### src/rtl/fetch_stage.sv
// Instruction fetch stage.
// Holds the program counter and issues in-order reads to instruction memory.
// Returned words are buffered in a small FIFO and presented to decode with
// their PC. A redirect flushes the buffer, marks in-flight fetches as stale
// and restarts fetch at the new target.
module fetch_stage #(
    parameter logic [31:0] RESET_PC   = 32'h0000_0000,
    parameter int          FIFO_DEPTH = 2
) (
    input  logic        clk,
    input  logic        rst_n,
    output logic        imem_req_valid,
    input  logic        imem_req_ready,
    output logic [31:0] imem_req_addr,
    input  logic        imem_rsp_valid,
    input  logic [31:0] imem_rsp_data,
    input  logic        redirect_valid,
    input  logic [31:0] redirect_pc,
    output logic        inst_valid,
    input  logic        inst_ready,
    output logic [31:0] instruction,
    output logic [31:0] inst_pc
);

    localparam int CW = $clog2(FIFO_DEPTH + 1);
    localparam int PW = (FIFO_DEPTH > 1) ? $clog2(FIFO_DEPTH) : 1;

    logic          r_started;
    logic [31:0]   r_pc;
    logic [CW-1:0] r_outstanding;
    logic [CW-1:0] r_drop_cnt;
    logic [CW-1:0] r_occupancy;

    logic [31:0]   r_tag_pc [FIFO_DEPTH];
    logic [PW-1:0] r_tag_wr;
    logic [PW-1:0] r_tag_rd;

    logic [31:0]   r_fifo_word [FIFO_DEPTH];
    logic [31:0]   r_fifo_pc   [FIFO_DEPTH];
    logic [PW-1:0] r_wr;
    logic [PW-1:0] r_rd;

    logic          w_pop;
    logic          w_rsp;
    logic          w_drop;
    logic          w_keep;
    logic          w_req_valid;
    logic          w_accept;
    logic [CW:0]   w_used;
    logic [31:0]   w_redirect_pc;

    // Pointer advance with wrap for any depth, not just powers of two.
    function automatic logic [PW-1:0] f_inc(input logic [PW-1:0] p);
        if (p == PW'(FIFO_DEPTH - 1))
            return '0;
        else
            return p + PW'(1);
    endfunction

    // Handshake qualifiers and the fetch credit. A response with nothing
    // outstanding is a protocol violation and is ignored entirely.
    always_comb begin
        w_pop         = inst_valid && inst_ready;
        w_rsp         = imem_rsp_valid && (r_outstanding != '0);
        w_drop        = w_rsp && (r_drop_cnt != '0);
        w_keep        = w_rsp && (r_drop_cnt == '0) && !redirect_valid;
        w_used        = {1'b0, r_outstanding} + {1'b0, r_occupancy} - {{CW{1'b0}}, w_pop};
        w_req_valid   = r_started && !redirect_valid && (w_used < (CW+1)'(FIFO_DEPTH));
        w_accept      = w_req_valid && imem_req_ready;
        w_redirect_pc = redirect_pc & ~32'h3;
    end

    assign imem_req_valid = w_req_valid;
    assign imem_req_addr  = r_pc;
    assign inst_valid     = (r_occupancy != '0);
    assign instruction    = r_fifo_word[r_rd];
    assign inst_pc        = r_fifo_pc[r_rd];

    // Holds off the first request until one edge after reset release.
    always_ff @(posedge clk or negedge rst_n) begin
        if (!rst_n)
            r_started <= 1'b0;
        else
            r_started <= 1'b1;
    end

    // PC, outstanding count and stale-response drop count.
    always_ff @(posedge clk or negedge rst_n) begin
        if (!rst_n) begin
            r_pc          <= RESET_PC;
            r_outstanding <= '0;
            r_drop_cnt    <= '0;
        end else if (redirect_valid) begin
            // No request is accepted in a redirect cycle; every response
            // still owed, minus the one arriving now, belongs to the old path.
            r_pc          <= w_redirect_pc;
            r_outstanding <= r_outstanding - CW'(w_rsp);
            r_drop_cnt    <= r_outstanding - CW'(w_rsp);
        end else begin
            if (w_accept)
                r_pc <= r_pc + 32'd4;
            r_outstanding <= r_outstanding + CW'(w_accept) - CW'(w_rsp);
            if (w_drop)
                r_drop_cnt <= r_drop_cnt - CW'(1);
        end
    end

    // PC-tag queue: one entry per accepted request, retired by every
    // response. Stale tags are retired as their responses are dropped, so
    // the queue stays aligned with the in-order return stream across a flush.
    always_ff @(posedge clk or negedge rst_n) begin
        if (!rst_n) begin
            for (int i = 0; i < FIFO_DEPTH; i++)
                r_tag_pc[i] <= '0;
            r_tag_wr <= '0;
            r_tag_rd <= '0;
        end else begin
            if (w_accept) begin
                r_tag_pc[r_tag_wr] <= r_pc;
                r_tag_wr           <= f_inc(r_tag_wr);
            end
            if (w_rsp)
                r_tag_rd <= f_inc(r_tag_rd);
        end
    end

    // Instruction buffer. Credit guarantees a kept response always has room.
    always_ff @(posedge clk or negedge rst_n) begin
        if (!rst_n) begin
            for (int i = 0; i < FIFO_DEPTH; i++) begin
                r_fifo_word[i] <= '0;
                r_fifo_pc[i]   <= '0;
            end
            r_wr        <= '0;
            r_rd        <= '0;
            r_occupancy <= '0;
        end else if (redirect_valid) begin
            r_wr        <= '0;
            r_rd        <= '0;
            r_occupancy <= '0;
        end else begin
            if (w_keep) begin
                r_fifo_word[r_wr] <= imem_rsp_data;
                r_fifo_pc[r_wr]   <= r_tag_pc[r_tag_rd];
                r_wr              <= f_inc(r_wr);
            end
            if (w_pop)
                r_rd <= f_inc(r_rd);
            case ({w_keep, w_pop})
                2'b10:   r_occupancy <= r_occupancy + CW'(1);
                2'b01:   r_occupancy <= r_occupancy - CW'(1);
                default: r_occupancy <= r_occupancy;
            endcase
        end
    end

endmodule

### config.mk
export PLATFORM = sky130hd
export DESIGN_NAME = fetch_stage
export DESIGN_NICKNAME = d
export VERILOG_FILES = /design/src/rtl/fetch_stage.sv
export SDC_FILE = /design/constraint.sdc
export NUM_CORES = 1
export LEC_CHECK = 0
export ABC_AREA = 1
export BUFFER_PORTS_ARGS = -buffer_cell sky130_fd_sc_hd__buf_2
export CAP_MARGIN = 15
export CELL_PAD_IN_SITES_DETAIL_PLACEMENT = 0
export CELL_PAD_IN_SITES_GLOBAL_PLACEMENT = 1
export CORE_MARGIN = 5
export CORE_UTILIZATION = 42
export CTS_CLUSTER_DIAMETER = 40
export DETAILED_ROUTE_END_ITERATION = 10
export GPL_TIMING_DRIVEN = 0
export PLACE_DENSITY_LB_ADDON = 0.1
export RECOVER_POWER = 50
export REMOVE_ABC_BUFFERS = 1
export SLEW_MARGIN = 10
export SYNTH_ARGS = -nofsm -noshare
export SYNTH_HDL_FRONTEND = slang
export SYNTH_SLANG_ARGS = --single-unit
### constraint.sdc
create_clock -name clk -period 4.3 [get_ports clk]
set_input_delay 0.86 -clock clk [delete_from_list [all_inputs] [get_ports clk]]
set_output_delay 0.86 -clock clk [all_outputs]
set_load 0.02 [all_outputs]
* After elaboration in Yosys (flattened, before gate mapping)
Cells that the tools add are included.
** Word-level totals
- Output and inout bits :: 98
- Input bits :: 70
- Word-level logic and storage cells :: 94
- Register bits :: 235
** Cells by class
- Bitwise logic cells :: 5
- Reduce and logical (&&, ||, !) cells :: 21
- Multiplexer cells :: 31
- Eq/ne operators :: 2
- Order comparisons :: 7
- $add $sub $neg :: 13
** Operators by type and width (number)
- 32-bit 2-to-1 mux :: 13
- 64-bit bitwise mux :: 3
- 32-bit demux with 1-bit select :: 2
- 32-bit by 3-bit adder with 32-bit output, second input constant :: 1
- 2-bit nonzero test :: 7
- 1-bit logical AND :: 10
- 2-bit >= comparator, second input constant :: 4
- 1-bit 2-to-1 mux :: 8
- 2-bit 2-to-1 mux :: 4
- 1-bit inverter with 2-bit output :: 4
- 1-bit adder, second input constant :: 4
- 2-bit by 1-bit less-than comparator with 1-bit output, second input constant :: 2
- 2-bit case mux with 2 select lines :: 1
- 2-bit by 1-bit subtractor with 2-bit output :: 2
- 2-bit by 1-bit subtractor with 2-bit output, second input constant :: 2
- 2-bit by 2-bit adder with 3-bit output :: 1
- 3-bit by 2-bit less-than comparator with 1-bit output, second input constant :: 1
- 3-bit nonzero test :: 1
- 3-bit by 1-bit subtractor with 3-bit output :: 1
- 2-bit by 1-bit adder with 2-bit output :: 1
- 2-bit by 1-bit adder with 2-bit output, second input constant :: 1
- 2-bit by 1-bit == test with 1-bit output, second input constant :: 1
- 2-bit == test, second input constant :: 1
- 2-bit logical NOT :: 1
- other kinds (3) :: 3

* Longest topological paths before layout
- Depth in word-level cells :: 9
- Depth in mapped cells :: 17
- Depth with buffers taken out :: 16

* Least setup slack after synthesis
No wires, ideal clock.
- Path type :: input -> register
- Start :: input inst_ready
- End :: register r_outstanding[1]
- Data required time :: 4168 ps
- Arrival :: 3397 ps
- Setup slack :: 772 ps
- Path buffers :: 1
- Stages :: 15
- Setup time :: 132 ps
- Cells stage by stage :: nand2_1 inv_1 ha_1 or2_2 fa_1 nand2_1 nor2_2 nand3_2 clkbuf_1 ha_1 inv_1 ha_1 xor2_1 xor2_1 o21bai_1
** On the way
- Cells in the longest elaborated chain, start to end :: 8
** RTL lines
- start: declaration :: line 20 : input logic inst_ready,
- 1-bit logical AND :: line 63 : w_pop = inst_valid && inst_ready;
- 3-bit by 1-bit subtractor with 3-bit output :: line 67 : w_used = {1'b0, r_outstanding} + {1'b0, r_occupancy} - {{CW{1'b0}}, w_pop};
- 3-bit by 2-bit less-than comparator with 1-bit output :: line 68 : w_req_valid = r_started && !redirect_valid && (w_used < (CW+1)'(FIFO_DEPTH));
- 1-bit logical AND :: line 68
- 1-bit logical AND :: line 69 : w_accept = w_req_valid && imem_req_ready;
- 2-bit by 1-bit adder with 2-bit output :: line 102 : r_outstanding <= r_outstanding + CW'(w_accept) - CW'(w_rsp);
- 2-bit by 1-bit subtractor with 2-bit output :: line 102
- 2-bit 2-to-1 mux :: line 93 : end else if (redirect_valid) begin
- end signal: assignment :: line 97 : r_outstanding <= r_outstanding - CW'(w_rsp);
- end signal: assignment :: line 102
- end: declaration :: line 30 : logic [CW-1:0] r_outstanding;
No other way between the ends.
A chain may end at the register's enable or synchronous reset.

* Worst setup path after layout
- Start :: register r_occupancy[0]
- End :: output imem_req_valid
** On the way
- Cells in the longest elaborated chain, start to end :: 5
- Elaborated cells on any way between the ends :: 6
- Classes of those cells :: 2 x add/sub; 1 x order compare; 3 x reduce/logical
** RTL lines
- start: declaration :: line 32 : logic [CW-1:0] r_occupancy;
- start signal: assignment :: line 150 : 2'b10: r_occupancy <= r_occupancy + CW'(1);
- start signal: assignment :: line 151 : 2'b01: r_occupancy <= r_occupancy - CW'(1);
- start signal: assignment :: line 152 : default: r_occupancy <= r_occupancy;
- parallel branches: the longest is 2 deep, another holds 2-bit by 2-bit adder with 3-bit output
- 3-bit by 1-bit subtractor with 3-bit output * :: line 67
- 3-bit by 2-bit less-than comparator with 1-bit output * :: line 68
- 1-bit logical AND * :: line 68
- end: declaration :: line 12 : output logic imem_req_valid,
Mark *: on every way between the ends.

==> reports/qor.yml <==
clocking:
  root_buffer: "clkbuf_16"
  cts_num_sinks: 225
  cts.clk_slew.worst_paths_ps: 50
  htree_levels: 2
  cts_made_buffers: 40
  hold_buffers: 0
  cts_tree: "yes"
  insertion_delay_ps: 520
  ctsLongestPathBuffers: 3
worst_setup_path:
  path_cells: "nor2_1 > inv_1 > nand2_1 > inv_1 > ha_1 > or2_2 > fa_1 > nand2_1 > nor2_2 > nand2_1 > inv_1 > buf_2"
  worst-path-max-fanout: 4
  r2r_cells: 13
  critical_path_class: "reg2out"
  crit_arrival_ps: 2820
  cp-startpoint: "r_occupancy[0]"
  crit_path_start_kind: "flop"
  rr_endpoint: "r_tag_pc[29]"
  crit_required_ps: 3440
  max_stage_delay_ps: 480
  end_kind: "output port"
  crit_path_end: "imem_req_valid"
  cpMaxStageDelayCell: "fa_1"
  reg2reg_from: "r_occupancy[0]"
  rrSetupSlack_ps: 620
yosys:
  synth-edff-count: 0
  syn_area_um2: 11000
  syn_area_per_cell_um2: 7.59
  synthFlopType: "dfrtp_1"
  yosys_warnings: 0
  synth-seq-cells: 225
  ys_seq_area_share_pct: 51.2
  ys_types: 31
  syn_inst: 1448
  async_flop_share_pct: 100
timing:
  whs_ps: 467
  fin_crit_sh_pct: 85.5
  max_freq_mhz: 272
  finClkSkew_ps: 18.6
  grt_setup_unrepaired: "false"
  setup_tns_ps: 0
  worstMarginPinSlew_ps: 2210
  finalCriticalPeriod_ps: 3680
  maxSlewViolCount: 40
  setup_viol: 0
  hold_viol_final: 0
  max_slew_margin_pct: -47.1
drt:
  drt_iter0_drc: 628
  wirelength_mm: 28.7
  ant_nets: 0
  first_pass_iters: 5
  avgRoutedWirePerCell_um: 14.7
  via_count: 9325
  via_per_inst: 4.77
  drc: 0
power_and_ir_drop:
  power.density_nw_per_um2: 751
  p_leak_nw: 7.18
  vdd_drop_max_mv: 0.380
  finalPower_mw: 10.2
die:
  core-area_um2: 25900
  dieArea_um2: 29500
  start_util_pct: 42.4
  die_h_um: 172
  dieWidth_um: 172
  pin_count: 168
  std_cell_rows: 59
finish:
  finalNetCount: 1667
  layout-drive-gt1-share_pct: 15.8
  syn2layout_area_growth_pct: 23.6
  layout_common_cells: "620 x nand2_1, 225 x dfrtp_1, 159 x o21ai_0"
  antenna_cells: 0
  final_core_util_pct: 52.5
  final_cells: 1956
  final_common_cell: "nand2_1"
global_routing:
  grt_usage_pct: 19.7
  grt_max_degree: 107
  grt_pass1_wl_mm: 47.4
  antenna_found_initial: 0
  gr-total-overflow: 0
  first_global_vias: 9185
hold_path:
  hold_depth: 2
  holdCritPathClass: "reg2reg"
flow_run:
  cap_violations: 1
place:
  port_buffers: 161
  gp_congestion: 0.803
  hpwlAfterDp_mm: 19.0
  dp.cells: 1878
outcome:
  failed_checks: "max-capacitance violations, max-slew violations"
  status: "finished with violations"
worst min-delay path by stage:
stage,from,to
detailed placement,r_fifo_pc[55],r_fifo_pc[55]
global route,r_fifo_pc[61],r_fifo_pc[61]
global placement,r_fifo_pc[61],r_fifo_pc[61]
CTS,rst_n,r_fifo_word[38]
finish,r_fifo_pc[43],r_fifo_pc[43]
floorplan,r_fifo_pc[34],r_fifo_pc[34]
power breakdown:
| group | total, mW | switching [mW] | leakage, nW | internal [mW] |
|---|---|---|---|---|
| logic | 3.23 | 2.12 | 3.63 | 1.10 |
| clock network | 3.47 | 1.11 | 0.712 | 2.37 |
| registers | 3.51 | 0.547 | 2.84 | 2.96 |
cell type report:
cell class | instances | area [um^2]
inverter | 144 | 547
clock buffer | 47 | 1090
timing repair inverter | 1 | 5.00
timing repair buffer | 173 | 1030
sequential | 225 | 5630
clock inverter | 27 | 404
multi-input combinational | 1004 | 4460
fill | 2555 | 12300
tap | 335 | 419
cell families after synthesis:
logic type	count (synthesis)	share of synthesized area (%)
other	2	0.0683
buffers and inverters	222	8.47
AO/OA/AOI/OAI	212	10.9
adder cells (fa/ha/maj)	8	0.978
flip-flops	225	51.2
XOR/XNOR	8	0.637
AND/OR/NAND/NOR	771	27.8
metal layers:
layer / vias to the layer above / share of wire (%) / track usage (%)
met3: 43 / 5.6 / 3.47
met1: 4274 / 46 / 27.4
met5: - / 0 / 0
li1: 4790 / - / -
met4: 0 / 1.7 / 4.65
met2: 218 / 46 / 32.5
flip-flops by register name, summed over array words and instances (netlist names):
signal         count
imem_req_addr     30
r_drop_cnt         2
r_fifo_pc         60
r_fifo_word       64
r_occupancy        2
r_outstanding      2
r_rd               1
r_started          1
r_tag_pc          60
r_tag_rd           1
r_tag_wr           1
r_wr               1
synth_stat cells (2+ instances only):
master    instances  share of area, %
inv_2             3              0.10
clkbuf_1         48               1.6
or2_2             2              0.11
inv_1           140               4.8
nor2_1           52               1.8
xor2_1            8              0.64
buf_4             5              0.34
o21ai_2          30               2.4
buf_6             8              0.82
ha_1              7              0.80
o21ai_1          11              0.50
buf_2            15              0.68
conb_1            2             0.068
a21oi_1           2             0.091
o211ai_1          9              0.61
nand3_1          88               4.0
buf_1             2             0.068
nand2_1         621                21
dfrtp_1         225                51
o21ai_0         159               7.2
timing repair:
| action | 4_1_cts | 5_1_grt |
|---|---|---|
| setup buffers | 0 | 2 |
| setup endpoints to repair | 30 | 25 |
| resized for setup | 1 | 1 |
| gates cloned | 1 | 0 |
critical path, delay by kind of cell (launching register included):
family | cells | cell delay, ps
AND/OR/NAND/NOR | 6 | 790
adder cells (fa/ha/maj) | 2 | 750
flip-flops | 1 | 400
buffers and inverters | 4 | 370
metrics by stage:
step,setup WS [ps],area [um^2]
final,624,13600
after global routing,244,13600
after CTS,47.0,13600
after detailed placement,-873,12100
after global placement,-1750,11800
after floorplan,-32.1,10600
(Power assumes the default switching activity.)
